`src/rtl/kf8255_port_pkg.sv`:
```
// Shared types and constants for the 8255-style handshake port.
package kf8255_port_pkg;

  typedef enum logic [1:0] {
    MODE_0 = 2'b00,
    MODE_1 = 2'b01,
    MODE_2 = 2'b10
  } mode_e;

  localparam logic PORT_INPUT  = 1'b1;
  localparam logic PORT_OUTPUT = 1'b0;

  // Control-word mode field: 00 = mode 0, 01 = mode 1, 1x = mode 2.
  function automatic mode_e decode_mode(input logic [1:0] sel);
    if (sel[1]) begin
      return MODE_2;
    end else if (sel[0]) begin
      return MODE_1;
    end else begin
      return MODE_0;
    end
  endfunction

endpackage

```
`src/rtl/kf8255_edge_detect.sv`:
```
// Single-register edge detector for an active-low strobe; the register resets high so
// the first fall after reset needs the line to actually go low.
module kf8255_edge_detect (
  input  logic clock,
  input  logic reset,
  input  logic i_sig,
  output logic o_fall,
  output logic o_rise
);

  logic r_prev;

  always_ff @(posedge clock or posedge reset) begin
    if (reset) begin
      r_prev <= 1'b1;
    end else begin
      r_prev <= i_sig;
    end
  end

  assign o_fall = r_prev & ~i_sig;
  assign o_rise = ~r_prev & i_sig;

endmodule

```
`src/rtl/kf8255_handshake_port.sv`:
```
// One 8255-style port with mode 0/1/2 strobed handshakes.
// Define KF8255_PORT_SYNC_EN to pass stb_n, ack_n and port_in through two-flop synchronizers.
module kf8255_handshake_port
  import kf8255_port_pkg::*;
#(
  parameter int unsigned WIDTH    = 8,
  parameter logic        RESET_IO = 1'b1
) (
  input  logic             clock,
  input  logic             reset,
  input  logic [WIDTH-1:0] internal_data_bus,
  input  logic             write_port,
  input  logic             read_port,
  input  logic             update_mode,
  input  logic [1:0]       mode_select_reg,
  input  logic             port_io_reg,
  input  logic             inte_reg,
  input  logic             stb_n,
  input  logic             ack_n,
  input  logic [WIDTH-1:0] port_in,
  output logic             port_io,
  output logic [WIDTH-1:0] port_out,
  output logic [WIDTH-1:0] read,
  output logic             ibf,
  output logic             obf_n,
  output logic             intr
);

  logic             w_stb_n, w_ack_n;
  logic [WIDTH-1:0] w_port_in;

`ifdef KF8255_PORT_SYNC_EN
  logic [1:0]       r_stb_sync, r_ack_sync;
  logic [WIDTH-1:0] r_in_sync1, r_in_sync2;

  always_ff @(posedge clock or posedge reset) begin
    if (reset) begin
      r_stb_sync <= 2'b11;
      r_ack_sync <= 2'b11;
      r_in_sync1 <= '0;
      r_in_sync2 <= '0;
    end else begin
      r_stb_sync <= {r_stb_sync[0], stb_n};
      r_ack_sync <= {r_ack_sync[0], ack_n};
      r_in_sync1 <= port_in;
      r_in_sync2 <= r_in_sync1;
    end
  end

  assign w_stb_n   = r_stb_sync[1];
  assign w_ack_n   = r_ack_sync[1];
  assign w_port_in = r_in_sync2;
`else
  assign w_stb_n   = stb_n;
  assign w_ack_n   = ack_n;
  assign w_port_in = port_in;
`endif

  logic w_stb_fall, w_stb_rise, w_ack_fall, w_ack_rise;

  kf8255_edge_detect u_stb_edge (
    .clock  (clock),
    .reset  (reset),
    .i_sig  (w_stb_n),
    .o_fall (w_stb_fall),
    .o_rise (w_stb_rise)
  );

  kf8255_edge_detect u_ack_edge (
    .clock  (clock),
    .reset  (reset),
    .i_sig  (w_ack_n),
    .o_fall (w_ack_fall),
    .o_rise (w_ack_rise)
  );

  mode_e w_mode;
  logic  w_in_act, w_out_act;

  assign w_mode    = decode_mode(mode_select_reg);
  assign w_in_act  = (w_mode == MODE_2) || ((w_mode == MODE_1) && (port_io_reg == PORT_INPUT));
  assign w_out_act = (w_mode == MODE_2) || ((w_mode == MODE_1) && (port_io_reg == PORT_OUTPUT));

  logic             r_port_io, r_ibf, r_obf_n, r_intr_in, r_intr_out;
  logic [WIDTH-1:0] r_port_out, r_read_tmp;
  logic             w_port_io_next, w_ibf_next, w_obf_n_next, w_intr_in_next, w_intr_out_next;
  logic [WIDTH-1:0] w_port_out_next, w_read_tmp_next;

  always_comb begin
    w_port_io_next  = (w_mode == MODE_2) ? w_ack_n : port_io_reg;
    w_port_out_next = r_port_out;
    w_read_tmp_next = r_read_tmp;
    w_ibf_next      = r_ibf;
    w_obf_n_next    = r_obf_n;
    w_intr_in_next  = r_intr_in;
    w_intr_out_next = r_intr_out;

    if (write_port) begin
      w_port_out_next = internal_data_bus;
    end
    if (w_mode == MODE_0) begin
      w_read_tmp_next = w_port_in;
    end

    // Set beats clear on the input side: a new strobe outranks a simultaneous read.
    if (w_in_act) begin
      if (w_stb_fall) begin
        w_read_tmp_next = w_port_in;
        w_ibf_next      = 1'b1;
      end else if (read_port) begin
        w_ibf_next = 1'b0;
      end
      if (w_stb_rise && r_ibf && inte_reg) begin
        w_intr_in_next = 1'b1;
      end else if (read_port) begin
        w_intr_in_next = 1'b0;
      end
    end else begin
      w_ibf_next     = 1'b0;
      w_intr_in_next = 1'b0;
    end

    // On the output side the CPU write outranks the peripheral acknowledge.
    if (w_out_act) begin
      if (write_port) begin
        w_obf_n_next    = 1'b0;
        w_intr_out_next = 1'b0;
      end else begin
        if (w_ack_fall) begin
          w_obf_n_next = 1'b1;
        end
        if (w_ack_rise && r_obf_n && inte_reg) begin
          w_intr_out_next = 1'b1;
        end
      end
    end else begin
      w_obf_n_next    = 1'b1;
      w_intr_out_next = 1'b0;
    end

    if (update_mode) begin
      w_port_out_next = '0;
      w_read_tmp_next = '0;
      w_ibf_next      = 1'b0;
      w_obf_n_next    = 1'b1;
      w_intr_in_next  = 1'b0;
      w_intr_out_next = 1'b0;
    end
  end

  always_ff @(posedge clock or posedge reset) begin
    if (reset) begin
      r_port_io  <= RESET_IO;
      r_port_out <= '0;
      r_read_tmp <= '0;
      r_ibf      <= 1'b0;
      r_obf_n    <= 1'b1;
      r_intr_in  <= 1'b0;
      r_intr_out <= 1'b0;
    end else begin
      r_port_io  <= w_port_io_next;
      r_port_out <= w_port_out_next;
      r_read_tmp <= w_read_tmp_next;
      r_ibf      <= w_ibf_next;
      r_obf_n    <= w_obf_n_next;
      r_intr_in  <= w_intr_in_next;
      r_intr_out <= w_intr_out_next;
    end
  end

  assign port_io  = r_port_io;
  assign port_out = r_port_out;
  assign read     = r_port_io ? r_read_tmp : r_port_out;
  assign ibf      = r_ibf;
  assign obf_n    = r_obf_n;
  assign intr     = r_intr_in | r_intr_out;

endmodule

```
`config.mk`:
```
export PLATFORM = sky130hd
export DESIGN_NAME = kf8255_handshake_port
export DESIGN_NICKNAME = d
export VERILOG_FILES = /design/src/rtl/kf8255_port_pkg.sv /design/src/rtl/kf8255_edge_detect.sv /design/src/rtl/kf8255_handshake_port.sv
export SDC_FILE = /design/constraint.sdc
export NUM_CORES = 1
export LEC_CHECK = 0
export ABC_AREA = 1
export ABC_CLOCK_PERIOD_IN_PS = 1100
export CAP_MARGIN = 20
export CORE_UTILIZATION = 23
export CTS_CLUSTER_SIZE = 28
export DETAILED_ROUTE_END_ITERATION = 8
export GPL_ROUTABILITY_DRIVEN = 0
export PLACE_DENSITY = 0.52
export RECOVER_POWER = 25
export SLEW_MARGIN = 15
export SYNTH_ARGS = -nofsm -noshare
export SYNTH_HDL_FRONTEND = slang
export SYNTH_SLANG_ARGS = --single-unit
export TNS_END_PERCENT = 10
```
`constraint.sdc`:
```
create_clock -name clock -period 1.1 [get_ports clock]
set_input_delay 0.165 -clock clock [delete_from_list [all_inputs] [get_ports clock]]
set_output_delay 0.165 -clock clock [all_outputs]
set_load 0.01 [all_outputs]
```
==> results of run 1 <==
[worst max-delay path, stage by stage (launching register included)]
cell and delay (ns):
dfstp_2 0.57, buf_12 0.13, nand2_1 0.06, o21ai_2 0.06, buf_2 0.15
[what timing repair did]
action | CTS | global route
hold endpoints to repair | 0 | 0
gates cloned | 0 | 0
endpoints found under the setup margin | 28 | 24
pin swaps | 2 | 0
gates resized for setup | 85 | 9
setup buffers | 2 | 0
[worst paths after layout]
kind                                      start       endpoint  cells after the start
setup / recovery                        port_io        read[7]                      4
hold / removal             internal_data_bus[6]    port_out[6]                      3
max in group asynchronous                 reset    port_out[4]                      3
min in group asynchronous                 reset      r_intr_in                      3
hold reg to reg                     port_out[4]    port_out[4]                      2
setup reg to reg              u_stb_edge.r_prev  r_read_tmp[2]                      7
[cell type report]
type	instances	area, µm²
timing repair buffer	77	658
fill	522	2860
sequential	23	581
tap	67	83.8
multi-input combinational	85	524
clock buffer	4	45.0
inverter	27	101
[synth_stat cells (2+ instances only)]
cell,instances,area [µm²]
inv_2,4,15.0
nand2_2,4,25.0
dfrtp_1,19,475
nor2_2,10,62.6
o21ai_0,8,40.0
nand2_1,19,71.3
buf_2,2,10.0
o21ai_1,9,45.0
nor2_1,8,30.0
dfstp_2,4,105
nand2_4,6,67.6
inv_1,23,86.3
a21oi_1,4,20.0
nand3_1,10,50.1
[power by group]
group	switching (W)	internal, W	total, W
clock	0.000262	0.000258	0.000520
combinational	0.000268	0.000310	0.000577
sequential	0.0000320	0.000903	0.000935
[kinds of logic (layout without fill, tap and decap cells)]
family / count (synthesis) / after routing / share of synthesized area, %
buffers and inverters: 31 / 108 / 12.0
DFF: 23 / 23 / 48.9
and+or+nand+nor: 61 / 61 / 28.5
AOI/OAI and AO/OA: 24 / 24 / 10.6
[per-layer routing]
metal | GRT usage [%] | part of all wire (%) | vias to the layer above
li1 | - | - | 585
met4 | 5.13 | 1.1 | 0
met1 | 17.6 | 50 | 485
met2 | 19.5 | 46 | 23
met5 | 0 | 0 | -
met3 | 1.37 | 3.3 | 2
[metrics by stage]
stage                     TNS (ns)  hold WS, ns  cell area (µm²)  total power, W
final                        -2.76        0.472             1990         0.00203
after global routing         -3.72        0.479             1990         0.00215
after CTS                    -2.87        0.225             1980         0.00206
after detailed placement     -6.63        0.511             1920         0.00151
after global placement       -6.66        0.508             1920         0.00151
after floorplan             -0.349        0.164             1190         0.00118
==> summary.txt, run 1 <==
Floorplanning
  • Standard cell core area: 0.00485 mm²
  • Die width: 73.9 µm
  • Die area: 0.00545 mm²
  • FP Rows: 25
  • Initial Utilization: 24.5%
  • Die Ht: 73.9 µm
  • IO Pins: 47

Clocking
  • Root buf cell: clkbuf_8
  • Clk slew on worst S/H paths: 0.08 ns
  • Clock Path Buffers: 2
  • Number of buffers created by CTS: 3
  • H-Tree Depth: 1
  • Clk Latency, worst-skew pair: 0.26 ns
  • TritonCTS clock tree: done
  • Hold buffers post-CTS: 0
  • Clock sink count: 23

Setup path
  • Crit path max fanout: 8
  • Worst setup SP type: flop
  • Worst reg2reg setup slack: -0.07 ns
  • Critical Path Sink Type: primary output
  • Crit Path Category: reg2out
  • Worst path arrival time: 1.23 ns
  • Required time of the critical path: 0.94 ns

Synthesis
  • EDFF count, synth: 0
  • Register area share after synthesis: 48.9%
  • Mapped Avg Cell Area: 8.54 µm²
  • Synth Instances: 139
  • Top_reg_cell synth: dfrtp_1
  • Ys async rst share: 100%
  • Yosys warnings: 0
  • Synth unique cells: 23
  • Post-Synthesis Cell Area: 0.00119 mm²
  • Syn_nets: 166
  • FF+latch count, synth: 23

Route
  • DR iter-0 viols: 42
  • Final WL: 3040 µm
  • # DRC: 0
  • Number of vias per cell: 3.87
  • Wire length per cell: 10.7 µm
  • Antenna viol nets, final: 0
  • Vias: 1095
  • TritonRoute pass-1 iters: 6

Status
  • Status: complete, but fails checks
  • Failing checks: negative setup slack

Power and ir drop
  • Max VDD drop: 425 µV
  • Power Dens Cells: 1020 mW/mm²
  • LEAKAGE: 0.983 nW

STA
  • Max Slew Vio Count: 0
  • Worst Clk Skew: 0.00230 ns
  • Worst-Margin Slew: 0.602 ns
  • Final WS setup: -0.295 ns
  • RSZ-0062 raised after global routing: true
  • Tmin final: 1.39 ns
  • Part of the cycle the worst path needs: 127%
  • Rel. slew slack: 59.9%
  • Setup violators final: 17
  • FMAX: 717 MHz
  • Final Hold Vio Count: 0

Global routing
  • GRT Util Overall: 12.5%
  • Initial antenna violation count: 0
  • Number of global-route vias before repair: 1107
  • Largest net degree at the start of global routing: 24
  • GRT overflow: 0
  • Global-route wire length before repair: 5090 µm

Layout
  • Commonest non-fill, non-tap cell in the layout: buf_4
  • Synth-to-Final Area Change: 67.9%
  • Post-Layout Cell Count: 283
  • ANT cells: 0
  • Final Util: 41.1%
  • Final #Nets: 244
  • Commonest non-fill, non-tap cells in the layout: buf_4 (31), clkdlybuf4s50_1 (25), inv_1 (22), dfrtp_1 (19), nand2_1 (14)
  • Layout cell share with drive strength beyond 1: 46.3%

Place
  • # port buffers: 46
  • Placed Cells: 277
  • Post-DP HPWL: 2230 µm
  • Pre-CTS WS: -0.477 ns

Hold path
  • Hold crit path type: in2reg

Job
  • Max-Cap Viols: 0
No activity file was read; power rests on OpenSTA's default activity.
==> run 2, diff against run 1 <==
--- a/config.mk
+++ b/config.mk
@@ -8,11 +8,13 @@
 export ABC_AREA = 1
 export ABC_CLOCK_PERIOD_IN_PS = 1100
 export CAP_MARGIN = 20
-export CORE_UTILIZATION = 23
+export CORE_ASPECT_RATIO = 0.5
+export CORE_UTILIZATION = 30
 export CTS_CLUSTER_SIZE = 28
 export DETAILED_ROUTE_END_ITERATION = 8
+export DONT_BUFFER_PORTS = 1
 export GPL_ROUTABILITY_DRIVEN = 0
-export PLACE_DENSITY = 0.52
+export PLACE_DENSITY = 0.48
 export RECOVER_POWER = 25
 export SLEW_MARGIN = 15
 export SYNTH_ARGS = -nofsm -noshare
==> summary.txt, run 2 (synthesis results as in run 1) <==
Layout
  • Final #Nets: 178 (-27%)
  • Commonest non-fill, non-tap cells in the layout: inv_1 (23), dfrtp_1 (19), nand2_1 (16), nand3_1 (10), nor2_2 (10)
  • Commonest non-fill, non-tap cell in the layout: inv_1
  • Layout cell share with drive strength beyond 1: 34.7% (-12 points)
  • Post-Layout Cell Count: 201 (-29%)
  • Synth-to-Final Area Change: 19.5%
  • ANT cells: 0 (unchanged)
  • Final Util: 39.4% (-1.7 points)

Floorplanning
  • FP Rows: 15 (-40%)
  • Die width: 91.0 µm (+23%)
  • Die Ht: 46.5 µm (-37%)
  • IO Pins: 47 (unchanged)
  • Die area: 0.00423 mm² (-22%)
  • Initial Utilization: 33.0% (+8.5 points)
  • Standard cell core area: 0.00360 mm² (-26%)

Setup path
  • Worst path arrival time: 1.13 ns (-0.10 ns)
  • Worst setup SP type: flop
  • Crit path largest cell delay: 0.58 ns (about the same)
  • Slowest CP cell: dfstp_2
  • Sum of buffers and inverters on the critical path: 1 (-1)
  • Critical Path Sink Type: primary output
  • CP cell instances: buf_8 -> nand2_2 -> o21ai_2
  • Required time of the critical path: 0.94 ns (about the same)
  • Worst path top cell family by delay: flip-flops
  • Crit Path Category: reg2out
  • Crit path max fanout: 8 (unchanged)

Clocking
  • Clock sink count: 23 (unchanged)
  • Root buf cell: clkbuf_8
  • Clk slew on worst S/H paths: 0.09 ns (about the same)
  • H-Tree Depth: 1 (unchanged)
  • TritonCTS clock tree: done
  • Clk Latency, worst-skew pair: 0.28 ns (+0.02 ns)
  • Number of buffers created by CTS: 3 (unchanged)
  • Clock Path Buffers: 2 (unchanged)

STA
  • Tmin final: 1.30 ns (-0.0975 ns)
  • Part of the cycle the worst path needs: 118% (-8.9 points)
  • RSZ-0062 raised after global routing: true
  • Setup TNS: -1.88 ns (+0.883 ns)
  • Final WS setup: -0.197 ns (+0.0975 ns)
  • Worst-Margin Slew: 0.595 ns (-0.00656 ns)
  • FMAX: 771 MHz (+7.5%)
  • Rel. slew slack: 60.3% (+0.44 points)
  • Max Slew Vio Count: 0 (unchanged)
  • Final hold slack: 0.0301 ns (-0.442 ns)
  • Setup violators final: 17 (unchanged)
  • Final Hold Vio Count: 0 (unchanged)
  • Worst Clk Skew: 0.00930 ns (+0.00701 ns)

Power and ir drop
  • Max VDD drop: 412 µV (-3.0%)
  • LEAKAGE: 0.671 nW (-32%)
  • Power Dens Cells: 1290 mW/mm² (+27%)

Place
  • Placed Cells: 191 (-31%)
  • # port buffers: 0 (-100%)
  • Post-DP HPWL: 1960 µm (-12%)
  • Pre-CTS WS: -0.120 ns (+0.357 ns)

Global routing
  • Global-route wire length before repair: 4380 µm (-14%)
  • Largest net degree at the start of global routing: 24 (unchanged)
  • GRT Util Overall: 14.2% (+1.7 points)
  • Number of global-route vias before repair: 890 (-20%)
  • GRT overflow: 0 (unchanged)
  • Initial antenna violation count: 0 (unchanged)

Route
  • M1 wire length: 1330 µm (-12%)
  • Antenna viol nets, final: 0 (unchanged)
  • DR iter-0 viols: 23 (-45%)
  • Wire length per cell: 13.7 µm (+27%)
  • # DRC: 0 (unchanged)
  • TritonRoute pass-1 iters: 4 (-2)
  • Final WL: 2750 µm (-9.5%)
  • Number of vias per cell: 4.48 (+16%)
  • Vias: 900 (-18%)
  • WL met3: 182 µm (+80%)
  • Top Layer Used: met4
  • Wire length on met2: 1210 µm (-13%)

Job
  • Max-Cap Viols: 0 (unchanged)

Status
  • Status: complete, but fails checks
  • Failing checks: negative setup slack

Hold path
  • Hold crit path type: in2reg
==> run 2: power breakdown <==
group          switching [W]  internal, W  total [W]
Clock               0.000305     0.000257   0.000562
Sequential         0.0000457     0.000903   0.000949
Combinational       0.000198     0.000126   0.000324
==> run 2: layout make-up <==
type                    count  area (µm²)
clock buffers               3        41.3
clock inverters             1        7.51
fillers                   389        2180
inverters                  27         101
multi-input cells          85         510
flip-flops and latches     23         581
well taps                  51        63.8
repair buffers             11         114
==> run 2: what timing repair did <==
action                                 in CTS  in global routing
resized for setup                          22                  3
pin swaps                                   1                  0
setup endpoints to repair                  17                 18
endpoints found under the hold margin      22                  0
hold buffers                                4                  0
setup buffers                               2                  0
==> run 2: final timing paths <==
path                                 startpoint             to  slack, ns  cells past startpoint
setup / recovery                        port_io        read[6]      -0.20                      3
hold / removal             internal_data_bus[1]    port_out[1]       0.03                      2
setup reg to reg              u_stb_edge.r_prev  r_read_tmp[6]      -0.04                      6
hold reg to reg                      r_intr_out     r_intr_out       0.53                      2
max in group asynchronous                 reset  r_read_tmp[6]       0.23                      3
min in group asynchronous                 reset  r_read_tmp[0]       0.47                      3
==> run 2: per-stage QoR <==
step	power, W	area, µm²
after CTS	0.00187	1410
final	0.00183	1420
after floorplan	0.00118	1190
after detailed placement	0.00123	1250
after global routing	0.00194	1420
after global placement	0.00123	1250
==> run 2: routing by layer <==
metal  global-route usage [%]  up-vias
li1                         -      453
met1                     18.5      416
met2                     22.6       26
met3                     5.45        5
met4                     3.81        0
met5                        0        -
==> run 3, diff against run 2 <==
--- a/config.mk
+++ b/config.mk
@@ -16,6 +16,7 @@
 export GPL_ROUTABILITY_DRIVEN = 0
 export PLACE_DENSITY = 0.48
 export RECOVER_POWER = 25
+export SKIP_CTS_REPAIR_TIMING = 1
 export SLEW_MARGIN = 15
 export SYNTH_ARGS = -nofsm -noshare
 export SYNTH_HDL_FRONTEND = slang
==> constraint.sdc (replaced) <==
create_clock -name clock -period 1.1 [get_ports clock]
set_input_delay 0.11 -clock clock [delete_from_list [all_inputs] [get_ports clock]]
set_output_delay 0.11 -clock clock [all_outputs]
set_load 0.01 [all_outputs]
==> summary.txt, run 3 (synthesis results as in run 1) <==
Setup path
  • Worst path arrival time: 1.20 ns (+0.07 ns)
  • Sum of buffers and inverters on the critical path: 2 (+1)
  • Crit path max fanout: 8 (unchanged)
  • Worst reg2reg setup slack: -0.06 ns (-0.02 ns)
  • Crit path from: port_io
  • Reg-to-Reg End: r_read_tmp[6]
  • Crit Path Category: reg2out
  • Crit path largest cell delay: 0.66 ns (+0.08 ns)
  • Required time of the critical path: 0.99 ns (+0.05 ns)
  • Critical Path Sink Type: primary output
  • CP cell instances: buf_8 -> buf_6
  • Reg2Reg Depth: 6 (unchanged)
  • Worst path top cell family by delay: flip-flops
  • Reg2reg start: u_stb_edge.r_prev
  • Slowest CP cell: dfstp_4
  • Worst setup SP type: flop

Global routing
  • GRT overflow: 0 (unchanged)
  • GRT busiest layer: met2
  • Met2 usage: 20.6% (-2.0 points)
  • GRT met1 Usage: 17.1% (-1.3 points)
  • GRT Util Overall: 13.1% (-1.1 points)
  • Global-route wire length before repair: 4010 µm (-8.5%)
  • Initial antenna violation count: 0 (unchanged)
  • Largest net degree at the start of global routing: 24 (unchanged)
  • Number of global-route vias before repair: 800 (-10%)
  • Met3 usage: 5.61% (+0.17 points)

STA
  • Part of the cycle the worst path needs: 119% (+1.1 points)
  • Setup violators final: 17 (unchanged)
  • Tmin final: 1.31 ns (+0.0122 ns)
  • Final WS setup: -0.209 ns (-0.0122 ns)
  • Setup TNS: -2.12 ns (-0.244 ns)
  • Final Hold Vio Count: 8 (+8)
  • Rel. slew slack: 59.3% (-1.1 points)
  • Worst Clk Skew: 0.00232 ns (-0.00699 ns)
  • FMAX: 764 MHz (-0.93%)
  • Max Slew Vio Count: 0 (unchanged)
  • Final hold slack: -0.0113 ns (-0.0414 ns)
  • RSZ-0062 raised after global routing: true
  • Worst-Margin Slew: 0.611 ns (+0.0160 ns)

Power and ir drop
  • LEAKAGE: 0.698 nW (+4.0%)
  • Max VDD drop: 344 µV (-16%)
  • Power Dens Cells: 1240 mW/mm² (-4.2%)

Layout
  • Multi-input gate area: 547 µm² (+7.1%)
  • Commonest non-fill, non-tap cells in the layout: inv_1 (22), dfrtp_1 (19), nand2_2 (12), nor2_2 (11)
  • Flip-flop and latch area: 584 µm² (+0.65%)
  • Commonest non-fill, non-tap cell in the layout: inv_1
  • ANT cells: 0 (unchanged)
  • Final #Nets: 181 (+1.7%)
  • Synth-to-Final Area Change: 25.7%
  • Layout cell share with drive strength beyond 1: 39.2% (+4.5 points)
  • Final Util: 41.4% (+2.0 points)
  • Filler cell count: 394 (+1.3%)

Clocking
  • Clock Path Buffers: 2 (unchanged)
  • TritonCTS clock tree: done
  • Clk Latency, worst-skew pair: 0.26 ns (-0.02 ns)
  • H-Tree Depth: 1 (unchanged)
  • Root buf cell: clkbuf_8
  • Clock sink count: 23 (unchanged)
  • Number of buffers created by CTS: 3 (unchanged)
  • Clk slew on worst S/H paths: 0.08 ns (about the same)

Floorplanning
  • Die area: 0.00423 mm² (unchanged)
  • FP Rows: 15 (unchanged)
  • Die width: 91.0 µm (unchanged)
  • IO Pins: 47 (unchanged)
  • Standard cell core area: 0.00360 mm² (unchanged)
  • Initial Utilization: 33.0% (unchanged)
  • Die Ht: 46.5 µm (unchanged)

Hold path
  • HP Start: internal_data_bus[0]
  • WHS Path Cells: 2 (unchanged)
  • Hold crit path type: in2reg
  • Hold endpoint: port_out[0]

Place
  • Post-DP HPWL: 1930 µm (-1.3%)
  • # port buffers: 0 (unchanged)
  • Pre-CTS WS: -0.127 ns (-0.00688 ns)

Job
  • Max-Cap Viols: 0 (unchanged)

Route
  • Antenna viol nets, final: 0 (unchanged)
  • # DRC: 0 (unchanged)
  • TritonRoute pass-1 iters: 4 (unchanged)
  • Number of vias per cell: 4.47 (-0.16%)
  • Vias: 912 (+1.3%)
  • Final WL: 2860 µm (+3.9%)
  • Wire length per cell: 14.0 µm (+2.3%)
  • DR iter-0 viols: 47 (+100%)

Status
  • Status: complete, but fails checks
  • Failing checks: negative hold slack, negative setup slack
run 3: cell types whose count changed in the layout (fill, tap and decap cells not counted), sizes merged:
| cell | delta |
|---|---|
| clkbuf | +1 |
| clkinvlp | -1 |
| dlygate4sd3 | +3 |
run 3: cell type report:
cell class	count	share of cell area, %
inverter	27	6.79
clock buffer	4	3.02
multi-input combinational	85	36.6
timing repair buffer	14	10.1
sequential	23	39.1
tap	51	4.27
run 3: how the worst max path moves through the flow:
stage,to,slack (ns),cells after the start
global route,read[7],-0.24,3
CTS,read[4],-0.26,2
finish,port_io,-0.21,2
global placement,r_read_tmp[0],-0.10,7
floorplan,r_read_tmp[3],-0.07,8
detailed placement,r_read_tmp[2],-0.13,7
run 3: report_power, final:
group,switching [W],internal [W]
registers,0.0000533,0.000905
logic,0.000210,0.000144
clock network,0.000279,0.000259
run 3: per-stage QoR:
stage,hold WS (ns),total power [W],std cells,cell area [µm²]
final,-0.0113,0.00185,204,1490
after global routing,-0.00622,0.00194,204,1490
after CTS,-0.221,0.00176,194,1280
after detailed placement,0.0685,0.00122,190,1240
after global placement,0.0740,0.00122,190,1240
after floorplan,0.109,0.00118,139,1190
run 3: per-layer routing:
layer / up-vias / routed length [µm]
li1: 459 / -
met1: 427 / 1390
met2: 24 / 1280
met3: 2 / 174
met4: 0 / 13
met5: - / 0
